## src/rtl/dc_sched_pkg.sv

```systemverilog
// Shared types for the D-cache request scheduler: requester ids, FSM states and store-buffer entries.
// Entry field widths are fixed here; the top-level ADDR_W/DATA_W must stay equal to them.
package dc_sched_pkg;

  localparam int SB_ADDR_W = 26;
  localparam int SB_DATA_W = 32;

  typedef enum logic [1:0] {
    PIPE_LD = 2'd0,
    REP_LD  = 2'd1,
    SB_ST   = 2'd2
  } owner_e;

  typedef enum logic {
    IDLE = 1'b0,
    WAIT = 1'b1
  } state_e;

  typedef struct packed {
    logic [SB_ADDR_W-1:0] addr;
    logic [SB_DATA_W-1:0] data;
  } sb_entry_t;

endpackage

```

## src/rtl/dc_store_buffer.sv

```systemverilog
// Circular store FIFO feeding cache drains; push/pop same cycle allowed, full when count==DEPTH.
// With DC_SCHED_STORE_FWD_EN a combinational lookup returns the youngest entry matching lk_addr.
module dc_store_buffer
  import dc_sched_pkg::*;
#(
  parameter  int DEPTH = 4,
  localparam int PW    = $clog2(DEPTH),
  localparam int CW    = PW + 1
) (
  input  logic                 clk,
  input  logic                 rst,
  input  logic                 push,
  input  sb_entry_t            push_entry,
  input  logic                 pop,
  output sb_entry_t            head,
  output logic [CW-1:0]        count,
  output logic                 full
`ifdef DC_SCHED_STORE_FWD_EN
  ,
  input  logic [SB_ADDR_W-1:0] lk_addr,
  output logic                 lk_hit,
  output logic [SB_DATA_W-1:0] lk_data
`endif
);

  sb_entry_t       mem [DEPTH];
  logic [PW-1:0]   wr_ptr;
  logic [PW-1:0]   rd_ptr;

  always_ff @(posedge clk or posedge rst) begin
    if (rst) begin
      wr_ptr <= '0;
      rd_ptr <= '0;
      count  <= '0;
    end else begin
      if (push) wr_ptr <= wr_ptr + 1'b1;
      if (pop)  rd_ptr <= rd_ptr + 1'b1;
      if (push && !pop)      count <= count + 1'b1;
      else if (pop && !push) count <= count - 1'b1;
    end
  end

  always_ff @(posedge clk) begin
    if (push) mem[wr_ptr] <= push_entry;
  end

  assign head = mem[rd_ptr];
  assign full = (count == CW'(DEPTH));

`ifdef DC_SCHED_STORE_FWD_EN
  logic [PW-1:0] idx;

  // Walk oldest to youngest so the last hit left standing is the youngest store.
  always_comb begin
    lk_hit  = 1'b0;
    lk_data = '0;
    idx     = rd_ptr;
    for (int i = 0; i < DEPTH; i++) begin
      idx = rd_ptr + PW'(i);
      if ((CW'(i) < count) && (mem[idx].addr == lk_addr)) begin
        lk_hit  = 1'b1;
        lk_data = mem[idx].data;
      end
    end
  end
`endif

endmodule

```

## src/rtl/dc_req_scheduler.sv

```systemverilog
// Shares the single D-cache port between pipeline loads, replay loads and store-buffer drains, one transaction at a time.
// Grant in IDLE -> registered request held through WAIT; responses one cycle after dc_rsp_valid. Option: DC_SCHED_STORE_FWD_EN.
module dc_req_scheduler
  import dc_sched_pkg::*;
#(
  parameter int ADDR_W         = 26,
  parameter int DATA_W         = 32,
  parameter int SB_DEPTH       = 4,
  parameter int MAX_REP_STREAK = 3
) (
  input  logic                      clk,
  input  logic                      rst,
  input  logic                      pipe_req_valid,
  input  logic                      pipe_req_write,
  input  logic [ADDR_W-1:0]         pipe_req_addr,
  input  logic [DATA_W-1:0]         pipe_req_data,
  output logic                      pipe_req_ready,
  output logic                      pipe_rsp_valid,
  output logic [DATA_W-1:0]         pipe_rsp_data,
  input  logic                      rep_req_valid,
  input  logic [ADDR_W-1:0]         rep_req_addr,
  output logic                      rep_req_ready,
  output logic                      rep_rsp_valid,
  output logic [DATA_W-1:0]         rep_rsp_data,
  input  logic                      flush,
  output logic                      dc_req_valid,
  output logic                      dc_req_write,
  output logic [ADDR_W-1:0]         dc_req_addr,
  output logic [DATA_W-1:0]         dc_req_data,
  input  logic                      dc_rsp_valid,
  input  logic [DATA_W-1:0]         dc_rsp_data,
  output logic [$clog2(SB_DEPTH):0] sb_count,
  output logic                      busy
);

  localparam int STW = $clog2(MAX_REP_STREAK + 1);

  state_e          state;
  owner_e          owner;
  logic [STW-1:0]  streak;
  logic            squashed;

  sb_entry_t       sb_wr;
  sb_entry_t       sb_head;
  logic            sb_full;
  logic            sb_push;
  logic            sb_pop;

  logic            pipe_ld;
  logic            pipe_ld_cache;
  logic            fwd_acc;
  logic            grant_vld;
  owner_e          grant_own;

  assign pipe_ld  = pipe_req_valid & ~pipe_req_write;
  assign sb_push  = pipe_req_valid & pipe_req_write & pipe_req_ready;
  assign sb_pop   = (state == WAIT) && (owner == SB_ST) && dc_rsp_valid;
  assign sb_wr.addr = pipe_req_addr;
  assign sb_wr.data = pipe_req_data;

`ifdef DC_SCHED_STORE_FWD_EN
  logic              fwd_hit;
  logic [DATA_W-1:0] fwd_data;

  // A forwarded load must not land in the same cycle as an in-flight pipeline load's response.
  assign fwd_acc       = pipe_ld & fwd_hit & ~((state == WAIT) && (owner == PIPE_LD));
  assign pipe_ld_cache = pipe_ld & ~fwd_hit;
`else
  assign fwd_acc       = 1'b0;
  assign pipe_ld_cache = pipe_ld & (sb_count == '0);
`endif

  dc_store_buffer #(.DEPTH(SB_DEPTH)) u_sb (
    .clk        (clk),
    .rst        (rst),
    .push       (sb_push),
    .push_entry (sb_wr),
    .pop        (sb_pop),
    .head       (sb_head),
    .count      (sb_count),
    .full       (sb_full)
`ifdef DC_SCHED_STORE_FWD_EN
    ,
    .lk_addr    (pipe_req_addr),
    .lk_hit     (fwd_hit),
    .lk_data    (fwd_data)
`endif
  );

  always_comb begin
    grant_vld = 1'b0;
    grant_own = PIPE_LD;
    if (state == IDLE) begin
      if (sb_full) begin
        grant_vld = 1'b1;
        grant_own = SB_ST;
      end else if (rep_req_valid && (streak < STW'(MAX_REP_STREAK))) begin
        grant_vld = 1'b1;
        grant_own = REP_LD;
      end else if (pipe_ld_cache) begin
        grant_vld = 1'b1;
        grant_own = PIPE_LD;
      end else if (rep_req_valid) begin
        grant_vld = 1'b1;
        grant_own = REP_LD;
      end else if (sb_count != '0) begin
        grant_vld = 1'b1;
        grant_own = SB_ST;
      end
    end
  end

  assign pipe_req_ready = ~rst & (pipe_req_write ? ~sb_full
                                                 : ((grant_vld && (grant_own == PIPE_LD)) || fwd_acc));
  assign rep_req_ready  = ~rst & grant_vld & (grant_own == REP_LD);
  assign busy           = (state == WAIT) || (sb_count != '0);

  always_ff @(posedge clk or posedge rst) begin
    if (rst) begin
      state          <= IDLE;
      owner          <= PIPE_LD;
      streak         <= '0;
      squashed       <= 1'b0;
      dc_req_valid   <= 1'b0;
      dc_req_write   <= 1'b0;
      dc_req_addr    <= '0;
      dc_req_data    <= '0;
      pipe_rsp_valid <= 1'b0;
      pipe_rsp_data  <= '0;
      rep_rsp_valid  <= 1'b0;
      rep_rsp_data   <= '0;
    end else begin
      pipe_rsp_valid <= 1'b0;
      rep_rsp_valid  <= 1'b0;
      if (state == IDLE) begin
        if (grant_vld) begin
          state        <= WAIT;
          owner        <= grant_own;
          squashed     <= flush;
          dc_req_valid <= 1'b1;
          dc_req_write <= (grant_own == SB_ST);
          dc_req_addr  <= (grant_own == SB_ST)  ? sb_head.addr :
                          (grant_own == REP_LD) ? rep_req_addr : pipe_req_addr;
          dc_req_data  <= (grant_own == SB_ST) ? sb_head.data : '0;
        end
        if (grant_vld && (grant_own == REP_LD)) begin
          if (streak != STW'(MAX_REP_STREAK)) streak <= streak + 1'b1;
        end else if ((grant_vld && (grant_own == PIPE_LD)) || !rep_req_valid) begin
          streak <= '0;
        end
      end else begin
        if (flush) squashed <= 1'b1;
        if (dc_rsp_valid) begin
          state        <= IDLE;
          dc_req_valid <= 1'b0;
          if (owner == PIPE_LD) begin
            pipe_rsp_valid <= ~(squashed | flush);
            pipe_rsp_data  <= dc_rsp_data;
          end
          if (owner == REP_LD) begin
            rep_rsp_valid <= 1'b1;
            rep_rsp_data  <= dc_rsp_data;
          end
        end
      end
`ifdef DC_SCHED_STORE_FWD_EN
      if (fwd_acc) begin
        pipe_rsp_valid <= ~flush;
        pipe_rsp_data  <= fwd_data;
      end
`endif
    end
  end

endmodule

```

## config.mk

```make
export PLATFORM = sky130hd
export DESIGN_NAME = dc_req_scheduler
export DESIGN_NICKNAME = d
export VERILOG_FILES = /design/src/rtl/dc_sched_pkg.sv /design/src/rtl/dc_store_buffer.sv /design/src/rtl/dc_req_scheduler.sv
export SDC_FILE = /design/constraint.sdc
export NUM_CORES = 1
export LEC_CHECK = 0
export ABC_AREA = 1
export CORE_ASPECT_RATIO = 1.5
export CORE_MARGIN = 8
export CORE_UTILIZATION = 50
export DETAILED_ROUTE_END_ITERATION = 7
export PLACE_DENSITY = 0.88
export RECOVER_POWER = 25
export SYNTH_ARGS = -nofsm -noshare
export SYNTH_HDL_FRONTEND = slang
export SYNTH_SLANG_ARGS = --single-unit
export TNS_END_PERCENT = 100
```

## constraint.sdc

```tcl
create_clock -name clk -period 12.3 [get_ports clk]
set_input_delay 2.46 -clock clk [delete_from_list [all_inputs] [get_ports clk]]
set_output_delay 2.46 -clock clk [all_outputs]
set_load 0.1 [all_outputs]
```

## Yosys cells after proc, flatten, opt, wreduce, memory -nomap -nowiden

Memories as Yosys holds them, arrays and structs flattened.
Cells that the tools add are included.

| operators by class | value |
|---|---|
| multiply operators | 0 |
| $lt $le $gt $ge | 1 |
| bitwise operators | 13 |
| add/sub/neg operators | 5 |
| equal/unequal tests | 9 |
| reduce and logical (&&, ||, !) cells | 25 |
| divide/modulo/power cells | 0 |
| muxes and demuxes | 38 |
| shift-type cells | 0 |

Operators by type and width:

| kind | count |
|---|---|
| two-way mux 26 bit | 2 |
| two-way mux 32 bit | 1 |
| two-way mux 1 bit | 24 |
| two-way mux 2 bit | 9 |
| AND reduction 3 bit | 3 |
| AND 1 bit | 7 |
| logical AND 1 bit | 7 |
| adder 2 x 1 -> 2 bit, second input constant | 3 |
| two-way mux 3 bit | 2 |
| inequality test 2 bit, second input constant | 3 |
| AND reduction 2 bit | 3 |
| nonzero test 2 bit | 3 |
| NOT 1 bit | 5 |
| == test 2 x 1 -> 1 bit, second input constant | 2 |
| == test 2 bit, second input constant | 2 |
| logical NOT 2 bit | 2 |
| adder 3 x 1 -> 3 bit, second input constant | 1 |
| == test 3 bit, second input constant | 1 |
| logical NOT 1 bit | 3 |
| logical NOT 3 bit | 1 |
| nonzero test 3 bit | 1 |
| subtractor 3 x 1 -> 3 bit, second input constant | 1 |
| logical OR 1 bit | 2 |
| less-than comparator 2 bit, second input constant | 1 |
| 2 further kinds | 2 |

| storage, ports and cells | value |
|---|---|
| register bits after elaboration | 139 |
| latch bits | 0 |
| memories kept | 1 |
| ROM bits | 0 |
| input bits | 123 |
| output and inout bits | 132 |
| bits in writable memories | 232 |
| logic and storage cells | 107 |

Memory list:

| name | depth | bits a word | read ports | clocked after Yosys merged registers in | wr ports | line | RTL |
|---|---|---|---|---|---|---|---|
| u_sb.mem | 4 | 58 | 1 | 0 | 1 | dc_store_buffer.sv:26 | `sb_entry_t mem [DEPTH];` |

## Depth between registers and ports, before layout

| depth | value |
|---|---|
| word-level depth | 16 |
| depth in mapped cells | 10 |
| mapped depth without buffers | 10 |

## Cells and area by module

From an unflattened synthesis, not the netlist that was laid out.

| second synthesis, totals | value |
|---|---|
| cell total of the unflattened synthesis | 1427 |
| area total of the unflattened synthesis | 15568.7 µm² |

Modules (own cells, without submodules):

| module | times used | area each (µm²) | cells each | sequential area each (µm²) |
|---|---|---|---|---|
| dc_store_buffer | 1 | 9683.0 | 725 | 7141.8 |
| dc_req_scheduler | 1 | 5885.6 | 702 | 3303.2 |

## Worst setup path before layout

Ideal clock, no wire load.

| timing path | value |
|---|---|
| kind | input -> output |
| from | in rst |
| to | out pipe_req_ready |
| data required time | 9.840 ns |
| arrival time | 7.337 ns |
| path buffers | 0 |
| stages on the path | 3 |
| setup slack | 2.503 ns |
| cells stage by stage | inv_1 o21ai_0 a21oi_1 |

| on the way | value |
|---|---|
| longest elaborated chain between the ends | 2 |

RTL lines:

| item | line | RTL |
|---|---|---|
| start: declaration | dc_req_scheduler.sv:12 | `input logic rst,` |
| NOT 1 bit | dc_req_scheduler.sv:113 | `assign pipe_req_ready = ~rst & (pipe_req_write ? ~sb_full` |
| AND 1 bit | dc_req_scheduler.sv:113 |  |
| end: declaration | dc_req_scheduler.sv:17 | `output logic pipe_req_ready,` |

No other way between the ends.

## Final worst setup path

| timing path | value |
|---|---|
| from | in pipe_req_write |
| to | out pipe_req_ready |

| on the way | value |
|---|---|
| longest elaborated chain between the ends | 11 |
| elaborated cells on any way between the ends | 15 |
| classes of those cells | 9 x mux; 4 x bitwise; 2 x reduce/logical |

RTL lines:

| item | line | RTL |
|---|---|---|
| start: declaration | dc_req_scheduler.sv:14 | `input logic pipe_req_write,` |
| NOT 1 bit | dc_req_scheduler.sv:55 | `assign pipe_ld = pipe_req_valid & ~pipe_req_write;` |
| AND 1 bit | dc_req_scheduler.sv:55 |  |
| AND 1 bit | dc_req_scheduler.sv:70 | `assign pipe_ld_cache = pipe_ld & (sb_count == '0);` |
| two-way mux 2 bit | dc_req_scheduler.sv:100 | `end else if (pipe_ld_cache) begin` |
| two-way mux 2 bit | dc_req_scheduler.sv:97 | `end else if (rep_req_valid && (streak < STW'(MAX_REP_STREAK))) begin` |
| two-way mux 2 bit | dc_req_scheduler.sv:94 | `if (sb_full) begin` |
| two-way mux 2 bit | dc_req_scheduler.sv:93 | `if (state == IDLE) begin` |
| logical NOT 2 bit | dc_req_scheduler.sv:114 | `: ((grant_vld && (grant_own == PIPE_LD)) \|\| fwd_acc));` |
| logical AND 1 bit | dc_req_scheduler.sv:114 |  |
| two-way mux 1 bit (*) | dc_req_scheduler.sv:113 |  |
| AND 1 bit (*) | dc_req_scheduler.sv:113 |  |

Mark *: on every way between the ends. The rest lies on a longest branch, timed or not.

==> impl_results.md <==
- Gp weighted congestion: 0.780
- TritonCTS clock tree: done
- Placement-stage cell area: 17400 µm²
- Global-route total usage across every layer: 21.9%
- Final cell count without fillers: 1969
- Clock-pin slew on the worst setup and hold paths: 70 ps
- Number of nets produced by synthesis: 1448
- MaxCap Viol Count: 0
- Number of sinks driven by the clock tree: 371
- Number of inserted filler cells in the final layout: 2135
- Area of the core: 29200 µm²
- Number of flops mapped to enable cells by yosys: 232
- Cell count after synthesis: 1318
- Register area: 10500 µm²
- Antenna violations before repair: 7
- Slew at the pin closest to its max-slew limit: 1270 ps
- Number of input and output port buffers inserted: 254
- Total of flip-flops plus latches after synthesis: 371
- First-pass GRT wire length: 59200 µm
- Crit path max-delay cell type: sky130_fd_sc_hd__clkdlybuf4s50_1
- Distinct cell type count of the synthesized netlist: 27
- Worst path required time: 9840 ps
- Sum of negative setup slack: 0 ps
- Status: finished clean
- Post-route cell area: 18600 µm²
- Classification of the worst setup path: input port to output pin
- Clk Latency, worst-skew pair: 530 ps
- RSZ-0062 raised after global routing: no
- Yosys warns: 0
- Buffer type at the clock tree root: sky130_fd_sc_hd__clkbuf_16
- Leading cell types in the layout, fill and taps excluded: sky130_fd_sc_hd__nand2_1, sky130_fd_sc_hd__edfxtp_1, sky130_fd_sc_hd__clkdlybuf4s50_1
- Final Max Slew Viols: 0
- Mean instance size in the synthesized netlist: 11.1 µm²
- Post-synthesis cell area: 14700 µm²
- Longest individual stage delay on the worst path: 1170 ps
- Final ANT Viol Nets: 0
- Final worst path period need: 8350 ps
- Post-detail-place hpwl: 23600 µm
- Post-CTS Setup Inserts: 0
- Number of cells after detailed placement: 1899
- Pin count of the biggest net entering global routing: 119
- Worst-case headroom to the max-slew limit: 15.3%
- Global route total overflow: 0
- Die boundary width: 156 µm
- DRC: 0
- Worst min-delay path category: register to register
- Floorplan die height: 226 µm
- Via count: 10.7k
- Wire length per cell: 19.4 µm
- Final clock period utilization by the worst path: 67.9%
- Number of placed I/O pins: 255
- Vias/cell: 5.43
- Proportion of register bits with asynchronous set or reset after synthesis: 37.5%
- Post-CTS resize count: 0
- Critical Path AT: 5890 ps
- Clock Path Buffers: 3
- Fraction of the yosys area taken by sequential cells: 71.3%
- Max Freq: 120 MHz
- Setup Viol. Count Final: 0
- Drt total wl: 38200 µm
- Depth of the worst hold-timing path: 1
- Biggest fanout along the worst timing path: 31
- DR iter-0 viols: 865
- Dpl ws: 3980 ps
- Worst Clk Skew: 19.7 ps
- Depth of the CTS H-tree: 2
- Critical-path cell list: clkdlybuf4s50_1 > inv_1 > nand2_1 > nor2_1 > nand2_2 > nand2_2 > nand3_1 > a21oi_1 > clkdlybuf4s50_1
- Kind of start point of the critical path: input port
- Count of hold-fix buffers inserted at cts: 0
- Starting density of the core: 50.2%
- Count of final hold-check violations: 0
- Net total in the final layout: 1670
- Most common cell after layout, fill and taps aside: sky130_fd_sc_hd__nand2_1
- PnR worst setup slack: 3950 ps
- Ratio of cells with drive above 1 in the final layout: 5.17%
- Layout-stage area growth over the synthesis result: 26.8%
- Multi-input gate area: 3680 µm²
- Primary FF master, synth: sky130_fd_sc_hd__edfxtp_1
- Length of the first detailed-routing pass in iterations: 6
- Site row count: 77
- Critical path capture point type: output pin
- Area of the die: 35100 µm²
- Cells on worst reg2reg path: 7
- Number of buffers created by CTS: 34
- Via count of the first global-routing pass: 11.1k
## synth_stat cells, types with 3 or more instances
master                     count  area, µm²
sky130_fd_sc_hd__o21ai_0     135        676
sky130_fd_sc_hd__inv_1        50        188
sky130_fd_sc_hd__buf_1         3       11.3
sky130_fd_sc_hd__clkbuf_1     36        135
sky130_fd_sc_hd__o22ai_1      32        200
sky130_fd_sc_hd__nand2_1     411       1540
sky130_fd_sc_hd__buf_2        27        135
sky130_fd_sc_hd__nand2_2       4       25.0
sky130_fd_sc_hd__nand4_1       3       18.8
sky130_fd_sc_hd__nor2_1       74        278
sky130_fd_sc_hd__nand3_1     107        536
sky130_fd_sc_hd__a21oi_1      29        145
sky130_fd_sc_hd__xor2_1        4       35.0
sky130_fd_sc_hd__ha_1          6       75.1
sky130_fd_sc_hd__dfrtp_1     139       3480
sky130_fd_sc_hd__buf_4         9       67.6
sky130_fd_sc_hd__inv_2         6       22.5
sky130_fd_sc_hd__edfxtp_1    232       6970
## cell families (layout without fill, tap and decap cells)
group / after synthesis / count (layout) / synth area share (%)
flip-flops: 371 / 371 / 71.3
adder cells (fa/ha/maj): 7 / 7 / 0.649
XOR/XNOR: 5 / 5 / 0.299
buffers and inverters: 132 / 380 / 3.89
other: 0 / 8 / 0
AND/OR/NAND/NOR: 603 / 603 / 16.6
multiplexers: 1 / 1 / 0.0769
AO/OA/AOI/OAI: 199 / 199 / 7.18
## routing by layer
metal	track usage, %	wire, µm	vias to the layer above
met2	37.8	19500	535
met5	0	26	-
met1	24.5	13300	5148
met3	6.91	4220	87
met4	9.55	1190	6
li1	-	-	4918
## through the flow
| stage | hold WS, ps | utilization, % |
|---|---|---|
| global placement | 459 | 59.7 |
| finish | 463 | 63.7 |
| detailed placement | 462 | 59.7 |
| global route | 498 | 63.6 |
| CTS | 480 | 63.6 |
| floorplan | 409 | - |
## registers in the layout, summed over array words and instances (netlist names), 3 cells and up
| register | flops |
|---|---|
| rep_rsp_data | 32 |
| dc_req_addr | 26 |
| dc_req_data | 32 |
| pipe_rsp_data | 32 |
| u_sb.count | 3 |
| u_sb.mem | 232 |
## worst paths after layout
kind	startpoint	endpoint	slack, ps
worst max-delay path	pipe_req_write	pipe_req_ready	3950
worst min-delay path	squashed$_DFFE_PP0P_	pipe_rsp_valid$_DFF_PP0_	460
worst max register to register	u_sb.rd_ptr[0]$_DFFE_PP0P_	dc_req_addr[3]$_DFFE_PP0P_	9320
worst min register to register	squashed$_DFFE_PP0P_	pipe_rsp_valid$_DFF_PP0_	460
max in group asynchronous	rst	u_sb.rd_ptr[0]$_DFFE_PP0P_	8360
min in group asynchronous	rst	dc_req_addr[22]$_DFFE_PP0P_	2470
## final cells by class
type,instances,area share (%)
flip-flops and latches,371,56.2
multi-input cells,815,19.8
clock inverters,10,0.707
clock buffers,52,5.33
repair buffers,262,14.0
diodes,8,0.108
well taps,395,2.66
inverters,56,1.17
## worst max-delay path, delay by kind of cell
family | cells | cell delay [ps]
buffers and inverters | 3 | 1720
AO/OA/AOI/OAI | 1 | 170
AND/OR/NAND/NOR | 5 | 1520
Power is left out: the tool's default activity adds up to more than one toggle a clock period on the data nets, which glitch-free logic cannot reach.
